--- src/rtl/atto_cfg_pkg.sv ---
// Shared constants for the atto-FPGA configuration byte protocol.
// Imported by both the streamer and the receiving unit.
package atto_cfg_pkg;

  localparam logic [7:0] CMD_OUT       = 8'h7F;
  localparam logic [7:0] IDLE_BYTE     = 8'h00;
  localparam int unsigned CMD_BLOCK_BIT = 7;

  localparam logic [1:0] CFG_X  = 2'd0;
  localparam logic [1:0] CFG_Y  = 2'd1;
  localparam logic [1:0] CFG_AB = 2'd2;
  localparam logic [1:0] CFG_CX = 2'd3;

  localparam int unsigned NUM_LAYERS = 4;
  localparam int unsigned NUM_BITS   = 8;

  typedef logic [1:0] state_t;
  localparam state_t StIdle = 2'd0;
  localparam state_t StCmd  = 2'd1;
  localparam state_t StData = 2'd2;
  localparam state_t StGap  = 2'd3;

  function automatic logic [7:0] block_cmd(input logic [1:0] layer, input logic [2:0] bits,
                                           input logic [1:0] cfg);
    return {1'b1, layer, bits, cfg};
  endfunction

endpackage

--- src/rtl/cfg_streamer.sv ---
// Serialises configuration records into the unit's command/data byte stream and can run a
// self-timed sweep that zeroes every block entry and the output mask.
module cfg_streamer
  import atto_cfg_pkg::*;
#(
  parameter int unsigned GAP = 0
) (
  input  logic       clk_i,
  input  logic       rst_i,
  input  logic       rec_valid_i,
  output logic       rec_ready_o,
  input  logic       rec_kind_i,
  input  logic [6:0] rec_addr_i,
  input  logic [7:0] rec_data_i,
  input  logic       clear_req_i,
  output logic       busy_o,
  output logic       done_o,
  output logic [7:0] cfg_out_o
);

  localparam logic [3:0] GapLast = 4'(GAP) - 4'd1;

  state_t     state_q, state_d;
  logic [7:0] cmd_q, cmd_d;
  logic [7:0] dat_q, dat_d;
  logic [7:0] out_q, out_d;
  logic [6:0] addr_q, addr_d;
  logic [3:0] gap_q, gap_d;
  logic       mask_q, mask_d;
  logic       sweep_q, sweep_d;
  logic       done_q, done_d;
  logic       accept, do_load, do_adv, do_fin;

  // A clear request in IDLE pre-empts a record offered in the same cycle.
  assign rec_ready_o = ((state_q == StIdle) && !clear_req_i) ||
                       ((state_q == StData) && (GAP == 0) && !sweep_q);
  assign accept      = rec_valid_i && rec_ready_o;
  assign busy_o      = (state_q != StIdle);
  assign done_o      = done_q;
  assign cfg_out_o   = out_q;

  always_comb begin
    state_d = state_q;
    cmd_d   = cmd_q;
    dat_d   = dat_q;
    addr_d  = addr_q;
    gap_d   = gap_q;
    mask_d  = mask_q;
    sweep_d = sweep_q;
    done_d  = 1'b0;
    do_load = 1'b0;
    do_adv  = 1'b0;
    do_fin  = 1'b0;

    unique case (state_q)
      StIdle: begin
        if (clear_req_i) begin
          sweep_d = 1'b1;
          mask_d  = 1'b0;
          addr_d  = '0;
          cmd_d   = block_cmd(2'd0, 3'd0, 2'd0);
          dat_d   = IDLE_BYTE;
          state_d = StCmd;
        end else if (accept) begin
          do_load = 1'b1;
        end
      end
      StCmd: state_d = StData;
      StData: begin
        if (GAP != 0) begin
          state_d = StGap;
          gap_d   = GapLast;
        end else if (sweep_q) begin
          do_fin = mask_q;
          do_adv = !mask_q;
        end else if (accept) begin
          do_load = 1'b1;
        end else begin
          state_d = StIdle;
        end
      end
      StGap: begin
        if (gap_q != 4'd0) begin
          gap_d = gap_q - 4'd1;
        end else if (sweep_q) begin
          do_fin = mask_q;
          do_adv = !mask_q;
        end else begin
          state_d = StIdle;
        end
      end
      default: state_d = StIdle;
    endcase

    if (do_load) begin
      cmd_d   = rec_kind_i ? CMD_OUT : block_cmd(rec_addr_i[6:5], rec_addr_i[4:2], rec_addr_i[1:0]);
      dat_d   = rec_data_i;
      state_d = StCmd;
    end
    // Sweep walks block addresses upward, then finishes with the output-mask record.
    if (do_adv) begin
      state_d = StCmd;
      if (addr_q == 7'h7F) begin
        mask_d = 1'b1;
        cmd_d  = CMD_OUT;
      end else begin
        addr_d = addr_q + 7'd1;
        cmd_d  = {1'b1, addr_q + 7'd1};
      end
    end
    if (do_fin) begin
      state_d = StIdle;
      sweep_d = 1'b0;
      mask_d  = 1'b0;
      done_d  = 1'b1;
    end

    unique case (state_d)
      StCmd:   out_d = cmd_d;
      StData:  out_d = dat_q;
      default: out_d = IDLE_BYTE;
    endcase
  end

  always_ff @(posedge clk_i) begin
    if (rst_i) begin
      state_q <= StIdle;
      cmd_q   <= IDLE_BYTE;
      dat_q   <= IDLE_BYTE;
      out_q   <= IDLE_BYTE;
      addr_q  <= '0;
      gap_q   <= '0;
      mask_q  <= 1'b0;
      sweep_q <= 1'b0;
      done_q  <= 1'b0;
    end else begin
      state_q <= state_d;
      cmd_q   <= cmd_d;
      dat_q   <= dat_d;
      out_q   <= out_d;
      addr_q  <= addr_d;
      gap_q   <= gap_d;
      mask_q  <= mask_d;
      sweep_q <= sweep_d;
      done_q  <= done_d;
    end
  end

endmodule

--- config.mk ---
export PLATFORM = sky130hd
export DESIGN_NAME = cfg_streamer
export DESIGN_NICKNAME = d
export VERILOG_FILES = /design/src/rtl/atto_cfg_pkg.sv /design/src/rtl/cfg_streamer.sv
export SDC_FILE = /design/constraint.sdc
export NUM_CORES = 1
export LEC_CHECK = 0
export ABC_AREA = 1
export CAP_MARGIN = 20
export CORE_MARGIN = 1.5
export CORE_UTILIZATION = 45
export CTS_BUF_LIST = sky130_fd_sc_hd__clkbuf_16
export DETAILED_ROUTE_END_ITERATION = 6
export DONT_BUFFER_PORTS = 1
export PLACE_DENSITY_LB_ADDON = 0.12
export SKIP_LAST_GASP = 1
export SLEW_MARGIN = 0
export SYNTH_ARGS = -nofsm -noshare
export SYNTH_HDL_FRONTEND = slang
export SYNTH_SLANG_ARGS = --single-unit
--- constraint.sdc ---
create_clock -name clk_i -period 3.3 [get_ports clk_i]
set_input_delay 0.66 -clock clk_i [delete_from_list [all_inputs] [get_ports clk_i]]
set_output_delay 0.66 -clock clk_i [all_outputs]
set_load 0.02 [all_outputs]
==> results.cfg, run 1 <==
[outcome]
outcome = finished clean

[sta]
finalSetupViolations = 0
whs_ns = 0.4360
period_minus_slack_ns = 2.102
rsz0062_at_grt = false
finalHoldViolCount = 0
fin_crit_sh_pct = 63.69
fin_skew_ns = 0.005563
slew_headroom_pct = 64.44
slew_violations = 0
fin_tns_setup_ns = 0
worst_slew_pin_slew_ns = 0.5321
fmax_ghz = 0.4758

[clocking]
cts_tree = done
hold_buffers = 0
cts-root-buf = clkbuf_16
cts_buffer_depth = 2
cts_setup_buffers = 0
ctsResizeCount = 0
cts_made_buffers = 5
cts.sinks = 40
clock_latency_ns = 0.29
htree_levels = 2
clk_pin_slew_ns = 0.06

[pwr]
power_frac_comb_pct = 12.7
total_power_w = 0.001241
p_per_area_mw_per_mm2 = 564.0
p_int_w = 0.0009162
power.share.clock_pct = 45.0
switchingPower_w = 0.0003243
peakVddDrop_mv = 0.2553
pwr-share-seq_pct = 42.3
p_leak_nw = 0.8727
switching_share_pct = 26.14

[placed_design]
place_area_mm2 = 0.002028
dp_cells = 315
hpwl_um = 3294
place_congestion = 0.8328
port_buffers = 0

[die]
ioPinCount = 31
dieArea_mm2 = 0.005067
initial_core_util_pct = 47.39
core_area_mm2 = 0.004414
die_x_um = 71.18
row_count = 24
die_h_um = 71.18

[layout]
final_cell_mix = 51 x nand2_1, 41 x nand3_1, 40 x dfxtp_1
design_area_mm2 = 0.002200
drive_gt1_share_pct = 16.24
final_nets = 295
stdcell_count = 323
final_common_cell = nand2_1
antenna_cells = 0
syn_to_final_growth_pct = 5.144

[grt]
grt_pass1_vias = 1617
grt_use_met3_pct = 5.128
antenna_found_initial = 0
grt_pass1_wl_um = 7659
grt_use_met1_pct = 26.06
top_usage_layer = met2
grt_usage_pct = 19.40
grt_max_degree = 20
gr-total-overflow = 0
use_met2_pct = 29.12

[route]
drt-total-wl_um = 4542
ant_nets = 0
routedWlPerCell_um = 14.06
via_count = 1660
drtIter0Drc = 70
route.detailed.drc = 0
viasPerCell = 5.139
drt_first_pass_iters = 5

[logic_synthesis]
synth-seq-cells = 40
syn_nets = 301
synth_cell_types = 31
postSynthAreaPerCell_um2 = 7.580
synth_seq_area_share_pct = 38.28
yosys_warnings = 0
synth_area_mm2 = 0.002092
netlist_instances = 276

[setup_path]
path_buf_inv = 0
worstSetupStartpointType = flip-flop
cp-end-kind = flip-flop
cp_cell_sequence = nor2_2, nand2_2, nand4_2, nand2_2, ha_1, or2_2, a21oi_1
r2r-end = cfg_out_o[3]
critPathTopFamily = simple AND/OR/NAND/NOR gates
critical_path_class = reg2reg
r2r_slack_ns = 1.20
cpPeakStageDelay_ns = 0.39
critPathSlowestCell = or2_2
r2r_start = state_q[0]
ff2ff_path_depth = 7
cp_common_cell = nand2_2
required_ns = 3.52
crit_fanout = 18
crit_arrival_ns = 2.32

[min_path]
hold_path_class = in2reg
whs_path_depth = 1
hp-start = rst_i
hold_end = dat_q[7]

[run]
drv_cap = 0
logic make-up (layout without fill, tap and decap cells):
family          count (synthesis)  count (layout)  synth area share [%]
simple gates                  144             144                 34.45
xor+xnor                        3               3                 1.256
compound gates                 42              42                 11.42
fa+ha+maj                       5               5                 2.990
buf+inv                        42              37                 11.60
flops                          40              40                 38.28
worst max-delay path by stage:
stage	from	end	slack (ns)	cells past startpoint
after global placement	clear_req_i	cfg_out_o[1]	1.17	7
after floorplan	clear_req_i	cfg_out_o[0]	0.93	10
after global routing	state_q[0]	cfg_out_o[4]	1.03	7
final	state_q[0]	cfg_out_o[3]	1.20	7
after detailed placement	clear_req_i	cfg_out_o[3]	1.14	7
after CTS	state_q[0]	cfg_out_o[3]	1.19	7
cell type report:
cell class | instances | area, um^2
Clock buffer | 5 | 125.1
Clock inverter | 3 | 46.29
Fill cell | 452 | 2215
Inverter | 29 | 113.9
Multi-Input combinational cell | 194 | 1049
Sequential cell | 40 | 800.8
Tap cell | 52 | 65.06
power by group through the flow:
stage / sequential (W) / clock [W] / combinational [W]
final: 0.000525 / 0.000559 / 0.000157
after global routing: 0.000527 / 0.000589 / 0.000178
after CTS: 0.000524 / 0.000572 / 0.000158
after detailed placement: 0.000535 / 0 / 0.000156
after global placement: 0.000535 / 0 / 0.000158
after floorplan: 0.000531 / 0 / 0.000157
through the flow:
step           worst slack [ns]  utilization (%)
2_1_floorplan            0.9348                -
3_3_place_gp              1.172            45.95
3_5_place_dp              1.143            45.95
4_1_cts                   1.187            49.83
5_1_grt                   1.032            49.83
6_report                  1.198            49.83
Yosys cell counts:
master | count | area [um^2]
nand2_1 | 51 | 191.4
nand3_1 | 41 | 205.2
dfxtp_1 | 40 | 800.8
a21oi_1 | 28 | 140.1
inv_1 | 26 | 97.59
nor2_1 | 19 | 71.32
nand2_2 | 11 | 68.82
or2_2 | 9 | 56.30
a21boi_0 | 7 | 52.55
buf_6 | 5 | 56.30
ha_1 | 5 | 62.56
o21ai_0 | 4 | 20.02
buf_2 | 3 | 15.01
nor2_2 | 3 | 18.77
xnor2_1 | 3 | 26.28
a21oi_2 | 2 | 17.52
clkdlybuf4s25_2 | 2 | 20.02
inv_2 | 2 | 7.510
nand3_2 | 2 | 20.02
nor3_1 | 2 | 10.01
buf_1 | 1 | 3.750
buf_8 | 1 | 15.01
bufbuf_8 | 1 | 18.77
clkinv_4 | 1 | 8.760
nand3_4 | 1 | 17.52
nand4_1 | 1 | 6.260
nand4_2 | 1 | 12.51
nand4_4 | 1 | 21.27
nor2_4 | 1 | 11.26
nor3_2 | 1 | 10.01
o21ai_2 | 1 | 8.760
layer usage:
layer / up-vias / routed length (um)
met2: 28 / 1962
li1: 879 / -
met1: 743 / 2260
met3: 10 / 206
met5: - / 0
met4: 0 / 112
registers in the layout, summed over array words and instances, names as in the netlist:
register and count:
cmd_q 8, cfg_out_o 8, sweep_q 1, state_q 2, gap_q 4, addr_q 7, dat_q 8, mask_q 1
done_o 1
worst reg2reg max path, stage by stage (launching register included):
cell     delay [ns]
dfxtp_1        0.34
nor2_2         0.30
nand2_2        0.31
nand4_2        0.19
nand2_2        0.07
ha_1           0.28
or2_2          0.39
a21oi_1        0.14
No activity file was read; power rests on OpenSTA's default activity.
==> run 2, diff against run 1 <==
- clock period: 3.3 -> 1.9 ns (I/O delays scaled with it)
==> run 2 against run 1 <==
  * Routed wire length increased by 3.3%
  * Combinational power increased by 94%
  * Worst setup slack lost 1.1 ns
  * Power is 76% higher
  * Register-to-register slack got worse by 1.1 ns
  * Core utilization increased by 2.7 points
  * Count of clock-buffer cells in the layout is the same
  * Largest cell class unchanged
  * Final cell count is 3.7% higher
  * Hold slack worse by 0.28 ns
  * Design area rose by 5.5%
  * Largest power group unchanged
  * Global-route usage rose by 0.86 points
==> results.cfg, run 2 (synthesized netlist as in run 1, its figures left out) <==
[layout]
stdcell_count = 335
fin_util_pct = 52.55
drive_gt1_share_pct = 22.61
syn_to_final_growth_pct = 10.88
final_common_cell = nand2_1
design_area_mm2 = 0.002320
final_cell_mix = 49 x nand2_1, 40 x nand3_1, 40 x dfxtp_1
antenna_cells = 0
final_nets = 307

[outcome]
outcome = finished clean

[die]
row_count = 24
ioPinCount = 31
die_h_um = 71.18
initial_core_util_pct = 47.39
dieArea_mm2 = 0.005067
core_area_mm2 = 0.004414
die_x_um = 71.18

[route]
via_count = 1706
wl_met1_um = 2173
route.detailed.drc = 0
drt-total-wl_um = 4693
top_layer_used = met4
routedWlPerCell_um = 14.01
ant_nets = 0
wl_met2_um = 2174
viasPerCell = 5.093
drt_first_pass_iters = 4
drtIter0Drc = 87
routed-wl-met3_um = 271

[placed_design]
dp_cells = 327
hpwl_um = 3466
port_buffers = 0
place_area_mm2 = 0.002118
place_congestion = 0.8443

[sta]
fin_skew_ns = 0.002846
slew_violations = 0
period_minus_slack_ns = 1.772
finalSetupViolations = 0
fmax_ghz = 0.5642
worst_slew_pin_slew_ns = 0.4418
finalHoldViolCount = 0
fin_crit_sh_pct = 93.29
rsz0062_at_grt = false
whs_ns = 0.1589
slew_headroom_pct = 70.52

[setup_path]
crit_arrival_ns = 1.99
cp-end-kind = flip-flop
worstSetupStartpointType = flip-flop
critical_path_class = reg2reg
required_ns = 2.12
crit_fanout = 8

[grt]
grt_pass1_wl_um = 7838
antenna_found_initial = 0
grt_pass1_vias = 1682
gr-total-overflow = 0
grt_usage_pct = 20.26
grt_max_degree = 20

[clocking]
hold_buffers = 0
cts_buffer_depth = 2
cts_setup_buffers = 0
cts.sinks = 40
clock_latency_ns = 0.28
cts-root-buf = clkbuf_16
htree_levels = 2
cts_made_buffers = 5
cts_tree = done
clk_pin_slew_ns = 0.06

[pwr]
peakVddDrop_mv = 0.4439
p_int_w = 0.001615
p_per_area_mw_per_mm2 = 939.4
p_leak_nw = 0.9369
power.share.clock_pct = 44.2
power_frac_comb_pct = 14.0
pwr-share-seq_pct = 41.8
switchingPower_w = 0.0005644
switching_share_pct = 25.90

[run]
drv_cap = 0

[min_path]
hold_path_class = in2reg
-- run 2: final timing paths --
path                  from      endpoint  slack [ns]  cells after the start
setup / recovery  gap_q[1]  cfg_out_o[5]        0.13                     11
hold / removal       rst_i      dat_q[7]        0.16                      1
setup reg to reg  gap_q[1]  cfg_out_o[5]        0.13                     11
hold reg to reg     mask_q        mask_q        0.46                      2
-- run 2: routing by layer --
metal	global-route usage, %	vias to the layer above
met2	30.35	34
met1	26.79	759
met5	0	-
li1	-	906
met4	8.805	0
met3	6.410	7
-- run 2: area by class of cell --
| cell class | instances | area, um^2 |
|---|---|---|
| Fill cell | 437 | 2095 |
| Multi-Input combinational cell | 194 | 1077 |
| Sequential cell | 40 | 800.8 |
| Clock buffer | 5 | 125.1 |
| Inverter | 29 | 113.9 |
| Timing Repair Buffer | 12 | 90.09 |
| Tap cell | 52 | 65.06 |
| Clock inverter | 3 | 47.55 |
-- run 2: power groups by stage --
| stage | Combinational, W | Sequential (W) | Clock (W) |
|---|---|---|---|
| detailed placement | 0.000296 | 0.000928 | 0 |
| CTS | 0.000302 | 0.000910 | 0.000981 |
| global placement | 0.000296 | 0.000928 | 0 |
| global route | 0.000341 | 0.000913 | 0.00103 |
| floorplan | 0.000272 | 0.000923 | 0 |
| finish | 0.000305 | 0.000910 | 0.000964 |
-- run 2: what timing repair did --
item,CTS,global route
resized for setup,1,8
pin swaps,0,2
setup endpoints to repair,8,8
-- run 2: metrics by stage --
stage / power [W] / setup TNS [ns] / setup slack, ns
2_1_floorplan: 0.001194 / 0 / 0.002939
3_3_place_gp: 0.001224 / 0 / 0.01645
3_5_place_dp: 0.001225 / -0.1938 / -0.04571
4_1_cts: 0.002192 / 0 / 0.03326
5_1_grt: 0.002280 / 0 / 0.005111
6_report: 0.002179 / 0 / 0.1276
-- run 2: critical path, stage by stage (launching register included) --
cell     delay, ns
dfxtp_1       0.30
inv_1         0.07
ha_2          0.19
nand3_2       0.10
nand2_2       0.09
nand2_2       0.07
nor2_1        0.09
inv_1         0.06
nand2_2       0.08
ha_1          0.23
or2_4         0.29
a21oi_1       0.13
